<file path="src/rtl/code_2421_stream_checker_pkg.sv">
`default_nettype none
// ============================================================================
// Module      : code_2421_stream_checker_pkg
// Description : Shared definitions for the 2421 stream checker and decoder.
//               - 2421 code words for decimal digits 0..9
//               - checker FSM state encoding
//               - decimal successor helper
// Revision    : 1.0 - initial release
// ============================================================================
package code_2421_stream_checker_pkg;

  // 2421 code words. The middle six patterns (0101..1010) are not used.
  localparam logic [3:0] C2421_0 = 4'b0000;
  localparam logic [3:0] C2421_1 = 4'b0001;
  localparam logic [3:0] C2421_2 = 4'b0010;
  localparam logic [3:0] C2421_3 = 4'b0011;
  localparam logic [3:0] C2421_4 = 4'b0100;
  localparam logic [3:0] C2421_5 = 4'b1011;
  localparam logic [3:0] C2421_6 = 4'b1100;
  localparam logic [3:0] C2421_7 = 4'b1101;
  localparam logic [3:0] C2421_8 = 4'b1110;
  localparam logic [3:0] C2421_9 = 4'b1111;

  // Checker FSM states.
  typedef enum logic [0:0] {
    ST_UNLOCKED = 1'b0,
    ST_LOCKED   = 1'b1
  } state_e;

  // Decimal successor: 9 rolls over to 0.
  function automatic logic [3:0] next_digit(input logic [3:0] d);
    return (d == 4'd9) ? 4'd0 : d + 4'd1;
  endfunction

endpackage : code_2421_stream_checker_pkg
`default_nettype wire

</file>
<file path="src/rtl/code_2421_decode.sv">
`default_nettype none
// ============================================================================
// Module      : code_2421_decode
// Description : Combinational 2421 -> 8421 digit decoder with legality flag.
// Ports       : code_i  [3:0]  2421-coded digit
//               bin_o   [3:0]  binary digit 0..9 (0 when illegal)
//               legal_o        high when code_i is one of the ten code words
// Revision    : 1.0 - initial release
// ============================================================================
module code_2421_decode (
  input  logic [3:0] code_i,
  output logic [3:0] bin_o,
  output logic       legal_o
);
  import code_2421_stream_checker_pkg::*;

  always_comb begin
    bin_o   = 4'd0;
    legal_o = 1'b1;
    case (code_i)
      C2421_0: bin_o = 4'd0;
      C2421_1: bin_o = 4'd1;
      C2421_2: bin_o = 4'd2;
      C2421_3: bin_o = 4'd3;
      C2421_4: bin_o = 4'd4;
      C2421_5: bin_o = 4'd5;
      C2421_6: bin_o = 4'd6;
      C2421_7: bin_o = 4'd7;
      C2421_8: bin_o = 4'd8;
      C2421_9: bin_o = 4'd9;
      default: legal_o = 1'b0;
    endcase
  end

endmodule : code_2421_decode
`default_nettype wire

</file>
<file path="config.mk">
export PLATFORM = sky130hd
export DESIGN_NAME = code_2421_decode
export DESIGN_NICKNAME = d
export VERILOG_FILES = /design/src/rtl/code_2421_stream_checker_pkg.sv /design/src/rtl/code_2421_decode.sv
export SDC_FILE = /design/constraint.sdc
export NUM_CORES = 1
export LEC_CHECK = 0
export CELL_PAD_IN_SITES_DETAIL_PLACEMENT = 0
export CELL_PAD_IN_SITES_GLOBAL_PLACEMENT = 2
export CORE_AREA = 2 2 39 41
export DETAILED_ROUTE_END_ITERATION = 10
export DIE_AREA = 0 0 41 43
export GPL_TIMING_DRIVEN = 0
export PLACE_DENSITY = 0.54
export REMOVE_ABC_BUFFERS = 1
export SYNTH_ARGS = -nofsm -noshare
export SYNTH_HDL_FRONTEND = slang
export SYNTH_SLANG_ARGS = --single-unit
</file>
<file path="constraint.sdc">
create_clock -name vclk -period 0.8
set_clock_uncertainty 0.2 [all_clocks]
set_input_delay 0.16 -clock vclk [all_inputs]
set_output_delay 0.16 -clock vclk [all_outputs]
set_load 0.05 [all_outputs]
</file>
## Word level (Yosys, flattened, before mapping)

Cells that the tools add are included.

| storage, ports and cells | value |
|---|---|
| flip-flop bits (word level) | 0 |
| input bits | 4 |
| output and inout bits | 5 |
| word-level logic and storage cells | 13 |

| cells by class | value |
|---|---|
| eq/ne operators | 9 |
| mux-type cells | 2 |
| reduce and logical (&&, ||, !) cells | 2 |

Operator list:

| operator | number |
|---|---|
| 4-bit one-hot mux with 9 select lines | 1 |
| 4-bit equality test, second input constant | 5 |
| 10-bit OR reduction | 1 |
| 4-bit by 2-bit equality test with 1-bit output, second input constant | 2 |
| 4-bit by 1-bit equality test with 1-bit output, second input constant | 1 |
| 4-bit by 3-bit equality test with 1-bit output, second input constant | 1 |
| 4-bit logical NOT | 1 |
| 1-bit two-way mux | 1 |

## Depth between registers and ports, before layout

Gate-level depths: netlist (run 1).

| logic depth | value |
|---|---|
| word-level depth | 3 |
| depth in mapped cells | 2 |

## Least setup slack after synthesis (run 1)

OpenSTA, ideal clock, no wires.

| timing | value |
|---|---|
| path kind | input to output |
| start point | in code_i[0] |
| end point | out bin_o[2] |
| data arrival time | 1.462 ns |
| path slack | -1.022 ns |
| stages on the path | 2 |
| cell sequence | inv_1 > o32ai_1 |

| on the way | value |
|---|---|
| cells in the longest elaborated chain, start to end | 2 |
| elaborated cells on any way between the ends | 10 |
| classes of those cells | eq/ne: 9; mux: 1 |

RTL lines:

| element | RTL line | RTL |
|---|---|---|
| start: declaration | code_2421_decode.sv:11 | `input logic [3:0] code_i,` |
| 4-bit equality test (tied with other cells) | code_2421_decode.sv:20 | `case (code_i)` |
| 4-bit one-hot mux with 9 select lines * | code_2421_decode.sv:20 |  |
| end: declaration | code_2421_decode.sv:12 | `output logic [3:0] bin_o,` |

Mark *: on every way between the ends. The rest lies on a longest branch, timed or not.

## Final worst setup path (run 1)

| timing | value |
|---|---|
| start point | in code_i[3] |
| end point | out bin_o[0] |

Same word-level chain as after synthesis.

==> flow_metrics.tcl, run 1 <==
set metrics [dict create \
    setup_slack_ns -0.385 \
    ctsHoldBuffers 0 \
    seqPwrFrac 0 \
    critical_path_arrival_ns 0.83 \
    grt.overflow.total 0 \
    clockPowerShare 0 \
    powerDensity_mw_per_mm2 735 \
    max_freq_mhz 844 \
    regArea_um2 0 \
    synth_seq_area_share 0 \
    grt_pass1_vias 162 \
    dieWidth_um 41 \
    switching_share 0.548 \
    period_share 1.48 \
    viasPerCell 3.59 \
    min_period_ns 1.19 \
    whs_ns 0.468 \
    rsz0062_at_grt "true" \
    firstDrtPassIters 2 \
    num-clock-buffers 0 \
    max-vdd-ir-drop_mv 0.223 \
    ant_nets 0 \
    switchingPower_w 0.000117 \
    synth_commonest_cells "nor2b_1, inv_1, nand2_1, nand2b_1" \
    hold_path_class "input port to output pin" \
    combPwrFrac 1.000 \
    maxCapViolCount 0 \
    synth.area.top_cells "nor2b_1, a211oi_2, nand2b_1" \
    dieArea_mm2 0.00176 \
    routedWlPerCell_um 9.68 \
    finalSetupViolations 5 \
    finalMaxSlewViolations 0 \
    drive_above_1_share 0.720 \
    fin_tns_setup_ns -1.63 \
    antenna_cells 0 \
    status "finished with violations" \
    worstMarginPinSlew_ns 0.200 \
    drtIter0Drc 5 \
    ys_types 10 \
    grt_use_total 0.0470 \
    path_class "input port to output pin" \
    synth_top_cell_by_area "nor2b_1" \
    power_w 0.000213 \
    failed_checks "setup timing" \
    hold_viol_final 0 \
    seq_cell_count 0 \
    synth.top_cell.area_share 0.192 \
    yosysWarnings 0 \
    netlist_area_um2 97.6 \
    coreArea_mm2 0.00138 \
    ios 9 \
    syn-instance-count 15 \
    p_int_w 0.0000964 \
    rows 14 \
    antenna_found_initial 0 \
    cp-endpoint "bin_o[0]" \
    place_congestion 0.650 \
    die_h_um 43 \
    hp-start "code_i[3]" \
    via_count 147 \
    leakage_nw 0.129 \
    required_ns 0.44 \
    max_slew_margin 0.867 \
    cp-end-kind "output pin" \
    synth_most_common_cell "nor2b_1" \
    remaining_drc_errors 0 \
    numPortBuffers 9 \
    grt_max_degree 8 \
    grt_pass1_wl_um 634 \
    cp-start-kind "input port" \
    nets 31 \
    postSynthAreaPerCell_um2 6.51 \
    start_util 0.0705 \
    worstPathMaxFanout 6 \
    syn_to_final_growth_pct 197 \
    whs_path_depth 3 \
    startpoint "code_i[3]" \
    wl_um 397 \
]
worst max-delay path, stage by stage:
cell and delay (ns):
buf_12 0.11, nor2b_4 0.13, a211oi_2 0.24, buf_6 0.19
worst min-delay path by stage:
| stage | slack (ns) | end |
|---|---|---|
| after floorplan | 0.29 | bin_o[0] |
| after global placement | 1.42 | bin_o[0] |
| after detailed placement | 1.41 | bin_o[0] |
| after CTS | 0.48 | bin_o[2] |
| after global routing | 0.49 | bin_o[1] |
| final | 0.47 | bin_o[1] |
metal layers:
| layer | vias up | share of wire | GRT usage |
|---|---|---|---|
| met5 | - | 0 | 0 |
| li1 | 72 | - | - |
| met3 | 0 | 0.098 | 0.00524 |
| met2 | 9 | 0.44 | 0.0781 |
| met4 | 0 | 0 | 0 |
| met1 | 66 | 0.46 | 0.0665 |
per-stage QoR:
| stage | setup WS, ns | cells | util | cell area (um2) |
|---|---|---|---|---|
| after CTS | -0.411 | 41 | 0.180 | 249 |
| after global placement | -1.49 | 40 | 0.150 | 208 |
| after floorplan | -1.02 | 15 | - | 97.6 |
| after global routing | -0.413 | 41 | 0.210 | 290 |
| final | -0.385 | 41 | 0.210 | 290 |
| after detailed placement | -1.49 | 40 | 0.150 | 208 |
kinds of logic (layout without fill, tap and decap cells):
logic type | Yosys count | after routing | share of synthesized area
and+or+nand+nor | 9 | 9 | 0.526
AOI/OAI and AO/OA | 3 | 3 | 0.295
buffers and inverters | 2 | 12 | 0.0770
muxes | 1 | 1 | 0.103
placed cells by master (no fill, tap or decap):
cell type,instances
o32ai_4,1
nand2_1,2
inv_4,1
buf_4,1
nand2b_1,1
nand2b_4,1
or2_1,1
nor2b_2,1
inv_1,1
nor2b_4,2
buf_12,1
buf_8,1
and3_1,1
a211oi_2,1
a22oi_2,1
mux2i_1,1
buf_6,7
repair_timing:
action | CTS | global route
gates cloned | 0 | 0
endpoints found under the hold margin | 0 | 0
setup endpoints to repair | 5 | 5
buffers inserted | 1 | 0
resized for setup | 63 | 10
pin swaps | 4 | 2
power groups by stage:
| stage | logic [W] | registers, W | clock network, W |
|---|---|---|---|
| 3_5_place_dp | 0.000160 | 0 | 0 |
| 3_3_place_gp | 0.000160 | 0 | 0 |
| 5_1_grt | 0.000224 | 0 | 0 |
| 2_1_floorplan | 0.0000937 | 0 | 0 |
| 4_1_cts | 0.000186 | 0 | 0 |
| 6_report | 0.000213 | 0 | 0 |
final cells by class:
| class | instances | area (um2) |
|---|---|---|
| well taps | 16 | 20.0 |
| repair buffers | 10 | 121 |
| inverters | 2 | 10.0 |
| multi-input cells | 13 | 139 |
| fillers | 146 | 1090 |
Power figures use the tool's default switching activity.
==> run 2, diff against run 1 <==
--- a/config.mk
+++ b/config.mk
@@ -11,7 +11,7 @@
 export DETAILED_ROUTE_END_ITERATION = 10
 export DIE_AREA = 0 0 41 43
 export GPL_TIMING_DRIVEN = 0
-export PLACE_DENSITY = 0.54
+export PLACE_DENSITY = 0.56
 export REMOVE_ABC_BUFFERS = 1
 export SYNTH_ARGS = -nofsm -noshare
 export SYNTH_HDL_FRONTEND = slang
==> constraint.sdc (replaced) <==
create_clock -name vclk -period 0.95
set_clock_uncertainty 0.2 [all_clocks]
set_input_delay 0.19 -clock vclk [all_inputs]
set_output_delay 0.19 -clock vclk [all_outputs]
set_load 0.05 [all_outputs]
==> flow_metrics.tcl, run 2 (synthesis gave the netlist of run 1 again) <==
set metrics [dict create \
    numPortBuffers 9 \
    hold_viol_final 0 \
    antenna_cells 0 \
    path_class "input port to output pin" \
    drtIter0Drc 0 \
    start_util 0.0705 \
    critPathTopFamily "buffers and inverters" \
    routedWlPerCell_um 8.35 \
    drive_above_1_share 0.778 \
    power_w 0.000183 \
    wl_um 359 \
    num-clock-buffers 0 \
    grt_pass1_wl_um 579 \
    required_ns 0.56 \
    powerDensity_mw_per_mm2 594 \
    syn_to_final_growth_pct 215 \
    status "finished with violations" \
    place_hpwl_um 220 \
    finalMaxSlewViolations 0 \
    worstMarginPinSlew_ns 0.223 \
    max_freq_mhz 821 \
    antenna_found_initial 0 \
    grt_max_degree 8 \
    crit_path_max_incr_delay_ns 0.22 \
    nets 33 \
    worstPathMaxFanout 4 \
    finalSetupViolations 5 \
    max_slew_margin 0.851 \
    startpoint "code_i[0]" \
    ant_nets 0 \
    die_h_um 43 \
    seq_cell_count 0 \
    cp_cell_sequence "buf_6 -> or2_1 -> a22oi_2 -> buf_6" \
    grt.overflow.total 0 \
    max-vdd-ir-drop_mv 0.139 \
    viasPerCell 3.51 \
    cp-start-kind "input port" \
    grt_use_total 0.0420 \
    coreArea_mm2 0.00138 \
    slowest_stage "or2_1" \
    setup_slack_ns -0.268 \
    cp-end-kind "output pin" \
    failed_checks "setup timing" \
    ctsHoldBuffers 0 \
    place_congestion 0.609 \
    crit_top_cell "buf_6" \
    dieWidth_um 41 \
    fillCellCount 159 \
    grt_pass1_vias 146 \
    min_period_ns 1.22 \
    rsz0062_at_grt "true" \
    remaining_drc_errors 0 \
    maxCapViolCount 0 \
    period_share 1.28 \
    post-place-ws_ns -1.38 \
    critical_path_arrival_ns 0.83 \
    firstDrtPassIters 1 \
    fin_tns_setup_ns -1.04 \
    final_cell_mix "buf_6, buf_4" \
    ios 9 \
    cp_num_buf_inv 2 \
    leakage_nw 0.140 \
    hold_path_class "input port to output pin" \
    crit_cells 4 \
    dieArea_mm2 0.00176 \
    cp-endpoint "legal_o" \
    rows 14 \
    regArea_um2 0 \
    via_count 151 \
]
-- run 2: worst min path at each step --
stage / slack (ns) / cells past startpoint / startpoint / end
2_1_floorplan: 0.35 / 2 / code_i[0] / bin_o[0]
3_3_place_gp: 1.47 / 4 / code_i[0] / bin_o[0]
3_5_place_dp: 1.47 / 4 / code_i[0] / bin_o[0]
4_1_cts: 0.50 / 3 / code_i[2] / bin_o[2]
5_1_grt: 0.53 / 3 / code_i[2] / bin_o[2]
6_report: 0.52 / 3 / code_i[2] / bin_o[2]
-- run 2: per-stage QoR --
| step | hold WS, ns | util | cell area (um2) | instances |
|---|---|---|---|---|
| after floorplan | 0.352 | - | 97.6 | 15 |
| after global placement | 1.47 | 0.150 | 208 | 40 |
| after detailed placement | 1.47 | 0.150 | 208 | 40 |
| after CTS | 0.499 | 0.199 | 275 | 41 |
| after global routing | 0.528 | 0.222 | 308 | 43 |
| final | 0.517 | 0.222 | 308 | 43 |
-- run 2: timing repair --
item,4_1_cts,5_1_grt
buffers inserted,1,2
endpoints found under the hold margin,0,0
gates resized for setup,70,4
endpoints found under the setup margin,5,5
pin swaps,5,3
-- run 2: layer usage --
metal  routed length (um)  global-route usage  share of wire  vias up
met5                    0                   0              0        -
met4                    0                   0              0        0
met3                   27                   0          0.075        0
met2                  177              0.0625           0.49        6
met1                  154              0.0696           0.43       68
li1                     -                   -              -       77
-- run 2: power breakdown --
group	leakage (nW)	internal, W	switching, W
logic	0.140	0.0000884	0.0000945
clock network	0	0	0
registers	0	0	0
total	0.140	0.0000884	0.0000945
-- run 2: layout make-up --
type                            instances  area (um2)  area share
Tap cell                               16        20.0      0.0650
Inverter                                2        7.51      0.0244
Multi-Input combinational cell         13         135       0.439
Timing Repair Buffer                   12         145       0.472
